File: src/rtl/imem_pkg.sv
// Shared definitions for the instruction-memory arbiter.
//   state_t    : arbiter FSM encoding (LOAD / DRAIN / RUN), 2 bits
//   HALT_OP    : word returned for out-of-range instruction reads
//   ADDR_W_DEF : default instruction-memory word-address width
package imem_pkg;

  localparam int unsigned ADDR_W_DEF = 14;
  localparam logic [31:0] HALT_OP    = 32'h0000_0000;

  typedef enum logic [1:0] {
    ST_LOAD  = 2'd0,
    ST_DRAIN = 2'd1,
    ST_RUN   = 2'd2
  } state_t;

endpackage

File: src/rtl/sat_cnt16.sv
// 16-bit saturating up-counter.
//   clk : clock
//   clr : synchronous clear (takes priority over inc)
//   inc : add one, holding at 16'hFFFF
//   cnt : current count
module sat_cnt16 (
  input  logic        clk,
  input  logic        clr,
  input  logic        inc,
  output logic [15:0] cnt
);

  always_ff @(posedge clk) begin
    if (clr) begin
      cnt <= '0;
    end else if (inc && (cnt != '1)) begin
      cnt <= cnt + 16'd1;
    end
  end

endmodule

File: src/rtl/imem_arb.sv
// Instruction-memory arbiter: shares one single-port synchronous RAM between
// the CPU fetch stage and the image loader. After reset (BOOT_LOAD=1) the CPU
// is held in reset while the loader writes the image; ld_done moves through a
// one-cycle DRAIN into RUN, where fetch owns the RAM. A halted CPU lets the
// loader take the RAM back.
//   clk, rst                    : clock, synchronous active-high reset
//   fetch_req/addr              : fetch read request, byte address
//   fetch_gnt/valid/data/stall  : grant, 1-cycle-later data, stall
//   ld_req/addr/wdata, ld_gnt   : loader write request and grant
//   ld_done                     : end-of-image pulse
//   cpu_halted, cpu_rst         : CPU halted status, CPU reset hold
//   mem_en/we/addr/wdata/rdata  : RAM port (read latency 1)
//   ld_count                    : writes performed since entering LOAD
//   misalign                    : sticky flag for misaligned granted access
module imem_arb
  import imem_pkg::*;
#(
  parameter int unsigned ADDR_W    = ADDR_W_DEF,
  parameter bit          BOOT_LOAD = 1'b1
) (
  input  logic              clk,
  input  logic              rst,
  input  logic              fetch_req,
  input  logic [31:0]       fetch_addr,
  output logic              fetch_gnt,
  output logic              fetch_valid,
  output logic [31:0]       fetch_data,
  output logic              fetch_stall,
  input  logic              ld_req,
  input  logic [31:0]       ld_addr,
  input  logic [31:0]       ld_wdata,
  output logic              ld_gnt,
  input  logic              ld_done,
  input  logic              cpu_halted,
  output logic              cpu_rst,
  output logic              mem_en,
  output logic              mem_we,
  output logic [ADDR_W-1:0] mem_addr,
  output logic [31:0]       mem_wdata,
  input  logic [31:0]       mem_rdata,
  output logic [15:0]       ld_count,
  output logic              misalign
);

  localparam state_t BOOT_STATE = BOOT_LOAD ? ST_LOAD : ST_RUN;

  state_t state, state_nx;
  logic   fetch_in_range, ld_in_range;
  logic   rd_pend, rd_oob;
  logic   mis_set, ld_wr, cnt_clr;

  // Any address bit above the RAM's word range makes the access out of range.
  assign fetch_in_range = (fetch_addr >> (ADDR_W + 2)) == 32'd0;
  assign ld_in_range    = (ld_addr    >> (ADDR_W + 2)) == 32'd0;

  always_comb begin
    state_nx  = state;
    cpu_rst   = 1'b1;
    fetch_gnt = 1'b0;
    ld_gnt    = 1'b0;
    mem_en    = 1'b0;
    mem_we    = 1'b0;
    mem_addr  = '0;
    mem_wdata = '0;
    mis_set   = 1'b0;
    ld_wr     = 1'b0;
    // rst suppresses every grant and RAM access in the reset cycle itself.
    if (!rst) begin
      unique case (state)
        ST_LOAD: begin
          ld_gnt = ld_req;
          if (ld_req) begin
            mis_set = |ld_addr[1:0];
            if (ld_in_range) begin
              mem_en    = 1'b1;
              mem_we    = 1'b1;
              mem_addr  = ld_addr[ADDR_W+1:2];
              mem_wdata = ld_wdata;
              ld_wr     = 1'b1;
            end
          end
          if (ld_done) state_nx = ST_DRAIN;
        end
        ST_DRAIN: begin
          state_nx = ST_RUN;
        end
        ST_RUN: begin
          cpu_rst = 1'b0;
          if (fetch_req) begin
            fetch_gnt = 1'b1;
            mis_set   = |fetch_addr[1:0];
            mem_en    = fetch_in_range;
            mem_addr  = fetch_addr[ADDR_W+1:2];
          end else if (ld_req && cpu_halted) begin
            // Switch only; the write itself is granted in the first LOAD cycle.
            state_nx = ST_LOAD;
          end
        end
        default: state_nx = BOOT_STATE;
      endcase
    end
  end

  assign fetch_stall = fetch_req & ~fetch_gnt;
  assign cnt_clr     = rst | ((state == ST_RUN) && (state_nx == ST_LOAD));

  always_ff @(posedge clk) begin
    if (rst) begin
      state    <= BOOT_STATE;
      rd_pend  <= 1'b0;
      rd_oob   <= 1'b0;
      misalign <= 1'b0;
    end else begin
      state    <= state_nx;
      rd_pend  <= fetch_gnt;
      rd_oob   <= fetch_gnt & ~fetch_in_range;
      misalign <= misalign | mis_set;
    end
  end

  // Read pipeline is independent of state so a read granted just before a
  // RUN->LOAD switch is still delivered.
  assign fetch_valid = rd_pend;
  assign fetch_data  = rd_pend ? (rd_oob ? HALT_OP : mem_rdata) : '0;

  sat_cnt16 u_cnt (
    .clk (clk),
    .clr (cnt_clr),
    .inc (ld_wr),
    .cnt (ld_count)
  );

endmodule

File: config.mk
export PLATFORM = sky130hd
export DESIGN_NAME = imem_arb
export DESIGN_NICKNAME = d
export VERILOG_FILES = /design/src/rtl/imem_pkg.sv /design/src/rtl/sat_cnt16.sv /design/src/rtl/imem_arb.sv
export SDC_FILE = /design/constraint.sdc
export NUM_CORES = 1
export LEC_CHECK = 0
export ABC_AREA = 1
export BUFFER_PORTS_ARGS = -buffer_cell sky130_fd_sc_hd__clkbuf_2
export CORE_MARGIN = 5
export CORE_UTILIZATION = 33
export DETAILED_ROUTE_END_ITERATION = 8
export PLACE_DENSITY = 0.85
export SLEW_MARGIN = 25
export SYNTH_ARGS = -nofsm -noshare
export SYNTH_HDL_FRONTEND = slang
export SYNTH_SLANG_ARGS = --single-unit
File: constraint.sdc
create_clock -name clk -period 1.35 [get_ports clk]
set_clock_uncertainty 0.1 [all_clocks]
set_input_delay 0.0675 -clock clk [delete_from_list [all_inputs] [get_ports clk]]
set_output_delay 0.0675 -clock clk [all_outputs]
set_load 0.005 [all_outputs]
==> results.json <==
{
  "clk-insertion-delay-late_ns": 0.27,
  "drt_wl_total_mm": 11.50,
  "diodes": 0,
  "final_antenna_net_count": 0,
  "report.final.setup_viol": 71,
  "ys_seq_elements": 21,
  "power.ir.vdd_worst_uv": 549.9,
  "synthDominantCellAreaShare": 0.1782,
  "via_count": 3715,
  "power.leakage_nw": 2.706,
  "power.sequential.fraction": 0.397,
  "power_per_cell_area_nw_per_um2": 343.9,
  "synth_commonest_cells": "inv_1 (92), nor2_1 (92), nand2_1 (52)",
  "fp.dieW_microns": 94.54,
  "clk_transition_reported_paths_ns": 0.08,
  "finalMaxSlewViolations": 0,
  "power.clock.fraction": 0.268,
  "timing.hold.worst_endpoint": "misalign",
  "cts.sink_count": 21,
  "regToRegStartpoint": "state[0]",
  "die_y_microns": 94.54,
  "yosysWarningCount": 0,
  "max_freq_ghz": 0.5740,
  "critPathRequiredTime_ns": 1.18,
  "finalWorstSetupSlack_ns": -0.3920,
  "intPower_mw": 1.113,
  "cts-root-buf": "clkbuf_8",
  "detail_route.iter0.violations": 134,
  "total_power_mw": 1.588,
  "floorplan.initialDensity": 0.3434,
  "postSynth.topFlopCell": "dfxtp_1",
  "cts_buffer_depth": 2,
  "mappedNetlistArea_sq_um": 2359,
  "post-dp-hpwl_mm": 9.066,
  "final-hold-violation-count": 0,
  "r2r_slack_ns": -0.30,
  "synth_largest_area_cell": "dfxtp_1",
  "area_growth_pct": 95.81,
  "worst_hold_path.num_cells": 4,
  "stdcell_area_sq_um": 4618,
  "grt_max_degree": 17,
  "first_global_vias": 3763,
  "htreeDepth": 1,
  "worst_ep_arrival_time_ns": 1.57,
  "max_cap_violations": 0,
  "port-buffer-count": 235,
  "synth_edf_count": 0,
  "critPathLaunchType": "register",
  "run_status": "finished with violations",
  "placeable_core_area_sq_um": 6869,
  "grt_pass1_wl_mm": 17.17,
  "switching_share": 0.2990,
  "gr-total-overflow": 0,
  "tritoncts_clock_tree": "done",
  "design.die.area_sq_um": 8938,
  "synth_cell_types": 39,
  "routabilityCongestion": 0.8544,
  "layout_worst_path_cycle_share": 1.290,
  "average_wire_per_cell_in_the_routed_design_microns": 14.34,
  "number_of_cells_traversed_by_the_worst_register_to_register_path": 10,
  "synth.avg_cell_area_sq_um": 5.852,
  "drc": 0,
  "netlist_instances": 403,
  "switching_power_uw": 475.0,
  "antenna_found_initial": 0,
  "syn-num-nets": 538,
  "drive_gt1_frac": 0.6048,
  "overall_track_demand_over_capacity_in_global_routing": 0.2361,
  "number_of_buffers_created_by_cts": 3,
  "drt-pass1-iter-count": 4,
  "ioPinCount": 236,
  "num_rows": 30,
  "synthArstFlopShare": 0,
  "grt_setup_unrepaired": "yes",
  "power.combinational.fraction": 0.335,
  "crit_path_max_fanout": 8,
  "synth_sequential_area_ratio": 0.1782,
  "n_fill_cell": 566,
  "crit_type": "reg -> out",
  "min-delay-path-class": "in -> reg",
  "timing.rr.end": "u_cnt.cnt[10]",
  "worst_hold_startpoint": "ld_addr[0]",
  "final.setup.tns_ns": -21.13,
  "postPlaceCellArea_sq_um": 4004,
  "worst_slew_pin_slew_ns": 0.4055,
  "via_per_inst": 4.632,
  "violations_in_the_final_reports": "negative setup slack",
  "worst_slew_margin_rel": 0.7297,
  "synth_top_cells_by_area": "dfxtp_1 (18%), inv_1 (15%), nor2_1 (15%), nand2_1 (8.3%), nor2_2 (8.2%)",
  "period_minus_slack_ns": 1.742,
  "finalNetCount": 842,
  "critical_path.endpoint_type": "primary output"
}
-- power by group through the flow --
stage	registers [mW]	clock network (mW)	logic, mW
5_1_grt	0.632	0.450	0.586
2_1_floorplan	0.645	0	0.169
3_5_place_dp	0.644	0	0.450
6_report	0.630	0.426	0.532
4_1_cts	0.631	0.431	0.489
3_3_place_gp	0.644	0	0.439
-- metal layers --
metal,share of wire,routed length (microns),vias up,global-route usage
met5,0,0,-,0
met4,0.036,413,0,0.08774
met3,0.081,931,35,0.04223
met2,0.54,6177,173,0.4486
met1,0.35,3976,1676,0.2586
li1,-,-,1831,-
-- final cells by class --
cell class	count	area, sq um	area share
Timing Repair Buffer	308	1827	0.3956
Timing Repair inverter	4	50.05	0.01084
Inverter	98	397.9	0.08616
Sequential cell	21	437.9	0.09483
Clock buffer	4	45.04	0.009753
Tap cell	96	120.1	0.02601
Multi-Input combinational cell	271	1740	0.3769
-- worst max path at each step --
| stage | from | slack (ns) | endpoint |
|---|---|---|---|
| after floorplan | u_cnt.cnt[1] | -0.06 | u_cnt.cnt[4] |
| after global placement | state[1] | -0.11 | mem_wdata[0] |
| after detailed placement | state[1] | -0.18 | mem_wdata[0] |
| after CTS | state[1] | -0.36 | mem_wdata[31] |
| after global routing | state[0] | -0.45 | mem_wdata[15] |
| final | state[0] | -0.39 | mem_wdata[15] |
-- worst max-delay path, stage by stage, from the launching register on --
cell and delay [ns]:
dfxtp_2 0.34, nor2_4 0.11, nand2_2 0.06, inv_2 0.08, nand3_4 0.13, nor2_8 0.12, buf_12 0.18, inv_8 0.06
nor2_2 0.09, clkbuf_2 0.13
-- flip-flops by register name (all words and copies together), names as in the netlist --
name,cells
state,2
misalign,1
u_cnt.cnt,16
fetch_valid,1
rd_oob,1
-- placed cells by master, fill, tap and decap left out, drive strengths merged, types with 2 or more instances in the layout --
master,synthesis,routed
clkbuf,5,198
nor2,133,133
buf,8,113
inv,97,100
nand2,58,58
nand3,22,22
dfxtp,21,21
a32oi,14,14
a21oi,11,11
nand4,10,10
nor3,6,6
o21ai,4,4
xor2,3,3
or2,2,2
clkinv,1,2
xnor2,2,2
-- logic make-up (layout without fill, tap and decap cells) --
| logic type | count (synthesis) | in the layout | synth area share |
|---|---|---|---|
| DFF | 21 | 21 | 0.1782 |
| adders and majority gates | 1 | 1 | 0.005304 |
| AOI/OAI and AO/OA | 31 | 31 | 0.09655 |
| buffers and inverters | 111 | 414 | 0.1910 |
| and+or+nand+nor | 234 | 234 | 0.5104 |
| xor gates and xnor gates | 5 | 5 | 0.01857 |
-- repair_timing --
item / in CTS / in global routing
endpoints found under the hold margin: 1 / 0
pin swaps: 20 / 18
setup endpoints to repair: 85 / 88
hold buffers: 1 / 0
gates resized for setup: 41 / 98
cloned: 4 / 0
setup buffers: 16 / 4
-- stage by stage --
step                instances    util  worst slack, ns  hold slack [ns]
finish                    802  0.6723          -0.3920          0.04800
CTS                       799  0.6361          -0.3629          0.04738
detailed placement        774  0.5829          -0.1760           0.1902
floorplan                 403       -         -0.05975          0.09409
global route              802  0.6723          -0.4541           0.1056
global placement          774  0.5829          -0.1129           0.1889
(Power assumes the default switching activity.)
